### src/rtl/hilo_muldiv_ctrl.sv
// Hi/Lo multiply-divide unit: 32-cycle signed shift-add multiply and restoring divide
// with direct mthi/mtlo writes, one-cycle done pulse and divide-by-zero flag.
module hilo_muldiv_ctrl (
  input  logic        clk,
  input  logic        reset,
  input  logic        start_mult,
  input  logic        start_div,
  input  logic [31:0] a,
  input  logic [31:0] b,
  input  logic        hi_we,
  input  logic        lo_we,
  input  logic [31:0] wdata,
  output logic        busy,
  output logic        done,
  output logic        div_zero,
  output logic [31:0] hi,
  output logic [31:0] lo
);

  // state  | meaning
  // S_IDLE | accept start requests and mthi/mtlo writes
  // S_MULT | 32 shift-add steps on operand magnitudes
  // S_DIV  | 32 restoring shift-subtract steps on operand magnitudes
  // S_FIX  | sign correction, hi/lo written on exit
  // S_DONE | one-cycle done pulse (div_zero here for b == 0)
  typedef enum logic [2:0] {S_IDLE, S_MULT, S_DIV, S_FIX, S_DONE} state_t;

  state_t      state_q, state_d;
  logic [4:0]  cnt_q, cnt_d;
  logic [31:0] acc_hi_q, acc_hi_d;
  logic [31:0] acc_lo_q, acc_lo_d;
  logic [31:0] opnd_q, opnd_d;
  logic        sign_a_q, sign_a_d;
  logic        sign_b_q, sign_b_d;
  logic        is_div_q, is_div_d;
  logic [31:0] hi_q, hi_d;
  logic [31:0] lo_q, lo_d;
  logic        busy_q, busy_d;
  logic        done_q, done_d;
  logic        div_zero_q, div_zero_d;

  logic [31:0] mag_a, mag_b;
  logic [32:0] mult_sum;
  logic [31:0] div_shift;
  logic [32:0] div_diff;
  logic [63:0] prod_fix;
  logic [31:0] quot_fix, rem_fix;

  always_comb begin
    mag_a     = a[31] ? -a : a;
    mag_b     = b[31] ? -b : b;
    // multiply: acc_hi holds the upper partial product, acc_lo the shifting multiplier
    mult_sum  = {1'b0, acc_hi_q} + (acc_lo_q[0] ? {1'b0, opnd_q} : 33'd0);
    // divide: acc_hi holds the remainder, acc_lo shifts dividend out and quotient in
    div_shift = {acc_hi_q[30:0], acc_lo_q[31]};
    div_diff  = {1'b0, div_shift} - {1'b0, opnd_q};
    prod_fix  = (sign_a_q ^ sign_b_q) ? -{acc_hi_q, acc_lo_q} : {acc_hi_q, acc_lo_q};
    quot_fix  = (sign_a_q ^ sign_b_q) ? -acc_lo_q : acc_lo_q;
    rem_fix   = sign_a_q ? -acc_hi_q : acc_hi_q;
  end

  always_comb begin
    state_d    = state_q;
    cnt_d      = cnt_q;
    acc_hi_d   = acc_hi_q;
    acc_lo_d   = acc_lo_q;
    opnd_d     = opnd_q;
    sign_a_d   = sign_a_q;
    sign_b_d   = sign_b_q;
    is_div_d   = is_div_q;
    hi_d       = hi_q;
    lo_d       = lo_q;
    busy_d     = 1'b0;
    done_d     = 1'b0;
    div_zero_d = 1'b0;
    case (state_q)
      S_IDLE: begin
        if (start_mult) begin
          state_d  = S_MULT;
          busy_d   = 1'b1;
          cnt_d    = 5'd31;
          is_div_d = 1'b0;
          sign_a_d = a[31];
          sign_b_d = b[31];
          acc_hi_d = 32'd0;
          acc_lo_d = mag_b;
          opnd_d   = mag_a;
        end else if (start_div) begin
          if (b == 32'd0) begin
            state_d    = S_DONE;
            done_d     = 1'b1;
            div_zero_d = 1'b1;
          end else begin
            state_d  = S_DIV;
            busy_d   = 1'b1;
            cnt_d    = 5'd31;
            is_div_d = 1'b1;
            sign_a_d = a[31];
            sign_b_d = b[31];
            acc_hi_d = 32'd0;
            acc_lo_d = mag_a;
            opnd_d   = mag_b;
          end
        end else begin
          if (hi_we) hi_d = wdata;
          if (lo_we) lo_d = wdata;
        end
      end
      S_MULT: begin
        busy_d               = 1'b1;
        {acc_hi_d, acc_lo_d} = {mult_sum, acc_lo_q[31:1]};
        cnt_d                = cnt_q - 5'd1;
        if (cnt_q == 5'd0) state_d = S_FIX;
      end
      S_DIV: begin
        busy_d = 1'b1;
        if (!div_diff[32]) begin
          acc_hi_d = div_diff[31:0];
          acc_lo_d = {acc_lo_q[30:0], 1'b1};
        end else begin
          acc_hi_d = div_shift;
          acc_lo_d = {acc_lo_q[30:0], 1'b0};
        end
        cnt_d = cnt_q - 5'd1;
        if (cnt_q == 5'd0) state_d = S_FIX;
      end
      S_FIX: begin
        state_d = S_DONE;
        done_d  = 1'b1;
        if (is_div_q) begin
          hi_d = rem_fix;
          lo_d = quot_fix;
        end else begin
          hi_d = prod_fix[63:32];
          lo_d = prod_fix[31:0];
        end
      end
      S_DONE:  state_d = S_IDLE;
      default: state_d = S_IDLE;
    endcase
  end

  always_ff @(posedge clk) begin
    if (reset) begin
      state_q    <= S_IDLE;
      cnt_q      <= 5'd0;
      acc_hi_q   <= 32'd0;
      acc_lo_q   <= 32'd0;
      opnd_q     <= 32'd0;
      sign_a_q   <= 1'b0;
      sign_b_q   <= 1'b0;
      is_div_q   <= 1'b0;
      hi_q       <= 32'd0;
      lo_q       <= 32'd0;
      busy_q     <= 1'b0;
      done_q     <= 1'b0;
      div_zero_q <= 1'b0;
    end else begin
      state_q    <= state_d;
      cnt_q      <= cnt_d;
      acc_hi_q   <= acc_hi_d;
      acc_lo_q   <= acc_lo_d;
      opnd_q     <= opnd_d;
      sign_a_q   <= sign_a_d;
      sign_b_q   <= sign_b_d;
      is_div_q   <= is_div_d;
      hi_q       <= hi_d;
      lo_q       <= lo_d;
      busy_q     <= busy_d;
      done_q     <= done_d;
      div_zero_q <= div_zero_d;
    end
  end

  assign busy     = busy_q;
  assign done     = done_q;
  assign div_zero = div_zero_q;
  assign hi       = hi_q;
  assign lo       = lo_q;

endmodule

### config.mk
export PLATFORM = sky130hd
export DESIGN_NAME = hilo_muldiv_ctrl
export DESIGN_NICKNAME = d
export VERILOG_FILES = /design/src/rtl/hilo_muldiv_ctrl.sv
export SDC_FILE = /design/constraint.sdc
export NUM_CORES = 1
export LEC_CHECK = 0
export BUFFER_PORTS_ARGS = -buffer_cell sky130_fd_sc_hd__buf_2
export CAP_MARGIN = 5
export CORE_MARGIN = 2
export CORE_UTILIZATION = 45
export CTS_BUF_LIST = sky130_fd_sc_hd__clkbuf_16
export CTS_CLUSTER_SIZE = 25
export DETAILED_ROUTE_END_ITERATION = 16
export GPL_ROUTABILITY_DRIVEN = 0
export SETUP_SLACK_MARGIN = 0.02
export SYNTH_ARGS = -nofsm -noshare
export SYNTH_HDL_FRONTEND = slang
export SYNTH_SLANG_ARGS = --single-unit
### constraint.sdc
create_clock -name clk -period 4.8 [get_ports clk]
set_clock_uncertainty 0.2 [all_clocks]
set_input_delay 0 -clock clk [delete_from_list [all_inputs] [get_ports clk]]
set_output_delay 0 -clock clk [all_outputs]
set_load 0.01 [all_outputs]
# == Word level (Yosys, flattened, before mapping) ==
# Index checks and enable logic that the tools add are counted.
# totals
register_bits,174
in_bits,102
out_inout_bits,67
elab_cells,104
# op_classes
add_sub_neg,8
eq_ne,11
n_mux,55
bitwise,2
reduce_logical,15
# ops
op,count
32-bit two-way mux,23
32-bit case mux with 3 select lines,2
32-bit negation,4
32-bit case mux with 2 select lines,2
64-bit two-way mux,1
64-bit negation,1
32-bit by 32-bit adder with 33-bit output,1
32-bit by 32-bit subtractor with 33-bit output,1
32-bit logical NOT,1
1-bit two-way mux,16
5-bit two-way mux,3
3-bit two-way mux,4
2-bit != test (second input constant),5
5-bit case mux with 2 select lines,1
3-bit case mux with 3 select lines,1
3-bit AND reduction,3
4-bit AND reduction,2
3-bit by 2-bit == test with 1-bit output (second input constant),2
3-bit != test (second input constant),2
2-bit nonzero test,3
5-bit logical NOT,1
5-bit by 1-bit subtractor with 5-bit output (second input constant),1
1-bit case mux with 2 select lines,2
2-bit OR reduction,2
other kinds (7),7

# == Longest topological paths before layout ==
# logic_depth
depth_word,6
mapped_depth,15
mapped_depth_nobuf,12

# == Worst setup path after synthesis ==
# No wires, ideal clock.
# synth_timing
path_type,register to register
start,reg acc_lo_q[0]
end,reg acc_hi_q[20]
setup_time_ps,121
arrival_time_ps,3241
t_required_ps,4479
slack_ps,1238
path_stages_with_launch,15
n_path_buf,2
period_less_slack_ps,3562
path_cell_list,dfxtp_1 -> inv_1 -> clkbuf_1 -> nor2_1 -> ha_1 -> clkbuf_1 -> and3_1 -> a2111oi_0 -> or4b_2 -> a21o_1 -> a31o_2 -> xnor2_1 -> a221o_1 -> a31oi_1 -> nor3_1
# synth_via
elab_chain_len,3
# synth_lines
item,line,text
from (decl),31,"logic [31:0] acc_lo_q, acc_lo_d;"
from (signal assigned),162,acc_lo_q <= acc_lo_d;
32-bit two-way mux,53,"mult_sum = {1'b0, acc_hi_q} + (acc_lo_q[0] ? {1'b0, opnd_q} : 33'd0);"
32-bit by 32-bit adder with 33-bit output,53,
32-bit case mux with 3 select lines,76,case (state_q)
to (signal assigned),161,acc_hi_q <= acc_hi_d;
to (decl),30,"logic [31:0] acc_hi_q, acc_hi_d;"
# Every way passes these cells.
# A chain may end at the register's enable or synchronous reset.

# == Final worst setup path ==
# layout_timing
start,in a[12]
end,reg opnd_q[26]
# layout_via
elab_chain_len,3
# layout_lines
item,line,text
from (decl),8,"input logic [31:0] a,"
32-bit negation,50,mag_a = a[31] ? -a : a;
32-bit two-way mux,50,
32-bit two-way mux,78,if (start_mult) begin
to (signal assigned),163,opnd_q <= opnd_d;
to (decl),32,"logic [31:0] opnd_q, opnd_d;"
# Every way passes these cells.

==> metrics.md <==
| Metric | Value |
|---|---|
| Status | `complete, no violations` |
| Grt total ovfl | `0` |
| TNS Setup | `0 ps` |
| CP max stage cell | `or4_1` |
| Most frequent cells in the layout | `nor2_1 (258), nand2_1 (178), dfxtp_1 (174), buf_2 (167), a21oi_1 (165)` |
| Sequential Area | `about 3500 um^2` |
| Register area share after synthesis | `between 20% and 30%` |
| Pwr Density | `between 300 and 400 nW/um^2` |
| CTS tree | `done` |
| Layout cells sized above 1 | `about an eighth` |
| Wire length per cell | `21.3 um` |
| Worst EP required | `roughly 5000 ps` |
| Multi-input logic area | `10400 um^2` |
| CP most frequent cell | `dlygate4sd3_1` |
| Number of buffers on the longest clock path | `2` |
| WHS | `about 11 ps` |
| DIE WIDTH | `approximately 180 um` |
| Reg clk slew, reported paths | `about 90 ps` |
| Remaining DRCs | `0` |
| Ports | `around 170` |
| Metal1 wirelength | `between 20000 and 25000 um` |
| Core box area | `approximately 32000 um^2` |
| Final nets | `between 2000 and 2500` |
| Final count of pins violating max slew | `0` |
| Synth unique cells | `80` |
| Max layer used | `met5` |
| I/O Buffers | `about 170` |
| Number of flops mapped to enable cells by yosys | `0` |
| CTS Sinks | `~170` |
| Worst-Skew Late Latency | `roughly 460 ps` |
| PostCTS Resize Cnt | `0` |
| Die Footprint | `34000 um^2` |
| CP startpoint kind | `primary input` |
| Fin crit share | `between 80% and 90%` |
| Synth Area per Inst | `around 7.4 um^2` |
| CP Max Fanout | `4` |
| Hold Violations, Final | `0` |
| Synthesized area | `14600 um^2` |
| DR WL met2 | `between 20000 and 30000 um` |
| Max Clk Rate | `between 200 and 250 MHz` |
| Initial antenna violation count | `1` |
| Worst slew pin tran | `1140 ps` |
| Hold Path Class | `primary input to register` |
| Initial core utilization | `a little under half` |
| First drt pass iteration count | `8` |
| #FFs+latches synth | `roughly 170` |
| Arrival time worst endpoint | `approximately 4300 ps` |
| Num CTS Buffers | `17` |
| Worst vdd ir | `around 0.00028 V` |
| Number of routed nets with antenna violations | `0` |
| WL met3 | `4180 um` |
| Clk root buf | `clkbuf_16` |
| Synth top area cells | `dfxtp_1 (24%), nor2_1 (6.6%), ha_1 (6.1%)` |
| Worst path cell trace | `dlygate4sd3_1, buf_2, or4_1, nor4_1, or3b_1, nand2b_1, o41ai_1, xnor2_1, dlygate4sd3_1, nand2_1, a21oi_1, dlygate4sd3_1` |
| Lkg Pwr | `0.00733 uW` |
| Final wirelength | `between 50000 and 60000 um` |
| Commonest non-fill, non-tap cell in the layout | `nor2_1` |
| Vias in the first global route | `14500` |
| Crit path capture type | `register` |
| Slew HR | `24.1%` |
| Cells after Synth | `1981` |
| Max Cap Violations | `0` |
| Antenna Cells | `0` |
| Endpoints failing setup | `0` |
| First DRT Iteration DRCs | `1798` |
| H-tree levels | `4` |
| Pre-CTS WS | `between 700 and 800 ps` |
| Final core utilization | `a little over half` |
| CP peak stage delay | `roughly 580 ps` |
| Mapped Nets | `roughly 2200` |
| Crit Path Category | `primary input to register` |
| Via count | `16200` |
| Tmin final | `between 4000 and 5000 ps` |
| Main synth FF type | `dfxtp_1` |
| Vias/cell | `approximately 6` |
| Syn. warnings | `0` |
| Filler cell count | `3142` |
| First-pass GRT wire length | `around 85000 um` |
| Post-DP HPWL | `42300 um` |
| Area leader, netlist | `dfxtp_1` |
| Final worst slack | `between 700 and 800 ps` |
| Unrepaired setup endpoints after global routing | `no` |
| GRT Util Overall | `about a third` |
| Die span in y | `between 150 and 200 um` |
| Num rows | `66` |
| Area growth from synthesis to layout | `20.9%` |
| Largest net degree at the start of global routing | `90` |
| Share of the synthesized area in the top cell type | `between 20% and 30%` |
| Asr flop ratio synth | `0%` |
[worst max-delay path: cells and delay by family]
family	cells	cell delay (ps)
buf+inv	4	1820
compound gates	2	490
simple gates	5	1830
xor+xnor	1	160
[Yosys cell counts, drive strengths merged (33+ instances only)]
cell,n
a211oi,48
a21o,33
a21oi,166
clkbuf,106
dfxtp,174
ha,71
inv,62
nand2,178
nor2,260
nor3,52
o21ai,133
xnor2,94
xor2,75
[final timing paths]
kind	to	from	cells past startpoint	slack, ps
worst min register to register	hi[15]$_SDFFE_PP0P_	hi[15]$_SDFFE_PP0P_	2	260
worst max-delay path	opnd_q[26]$_SDFFE_PP0P_	a[12]	12	710
worst max register to register	acc_hi_q[30]$_SDFFE_PP0P_	acc_lo_q[0]$_SDFFE_PP0P_	12	730
worst min-delay path	opnd_q[14]$_SDFFE_PP0P_	b[14]	5	10
[power by group]
part | leakage (uW) | internal [uW] | switching (uW)
clock | 0.000308 | 767 | 768
combinational | 0.00560 | 995 | 1450
sequential | 0.00142 | 1580 | 187
[sequential cells by signal, indices dropped and copies added, names as in the netlist, 3 cells and up]
signal    count
hi           32
state_q       3
acc_hi_q     32
cnt_q         5
opnd_q       32
acc_lo_q     32
lo           32
[per-layer routing]
metal | vias to the layer above | track usage, %
met3 | 129 | 4.60
met4 | 2 | 13.8
li1 | 7730 | -
met1 | 7636 | 43.4
met2 | 746 | 51.2
met5 | - | 0
[metrics by stage]
stage | total power [uW] | cell area (um^2) | instances
floorplan | 3370 | 14600 | 1981
global placement | 4050 | 15900 | 2499
detailed placement | 4070 | 15900 | 2499
CTS | 5700 | 17700 | 2648
global route | 6040 | 17700 | 2648
finish | 5750 | 17700 | 2648
[layout make-up]
class	instances	share of cell area [%]
Multi-Input combinational cell	1614	59.0
Sequential cell	174	19.7
Inverter	63	1.34
Timing Repair Buffer	323	13.3
Clock inverter	15	1.22
Tap cell	442	3.12
Clock buffer	17	2.40
[cell families after synthesis]
family | share of synthesized area [%]
AOI/OAI and AO/OA | 30.3
xor gates and xnor gates | 10.1
adders and majority gates | 6.34
buffers and inverters | 5.13
DFF | 23.8
muxes | 2.71
and+or+nand+nor | 21.7
[what timing repair did]
item	CTS	global route
endpoints found under the hold margin	130	0
buffers inserted	0	0
hold buffers	117	0
Note: power is estimated with default switching activity, not from simulation.
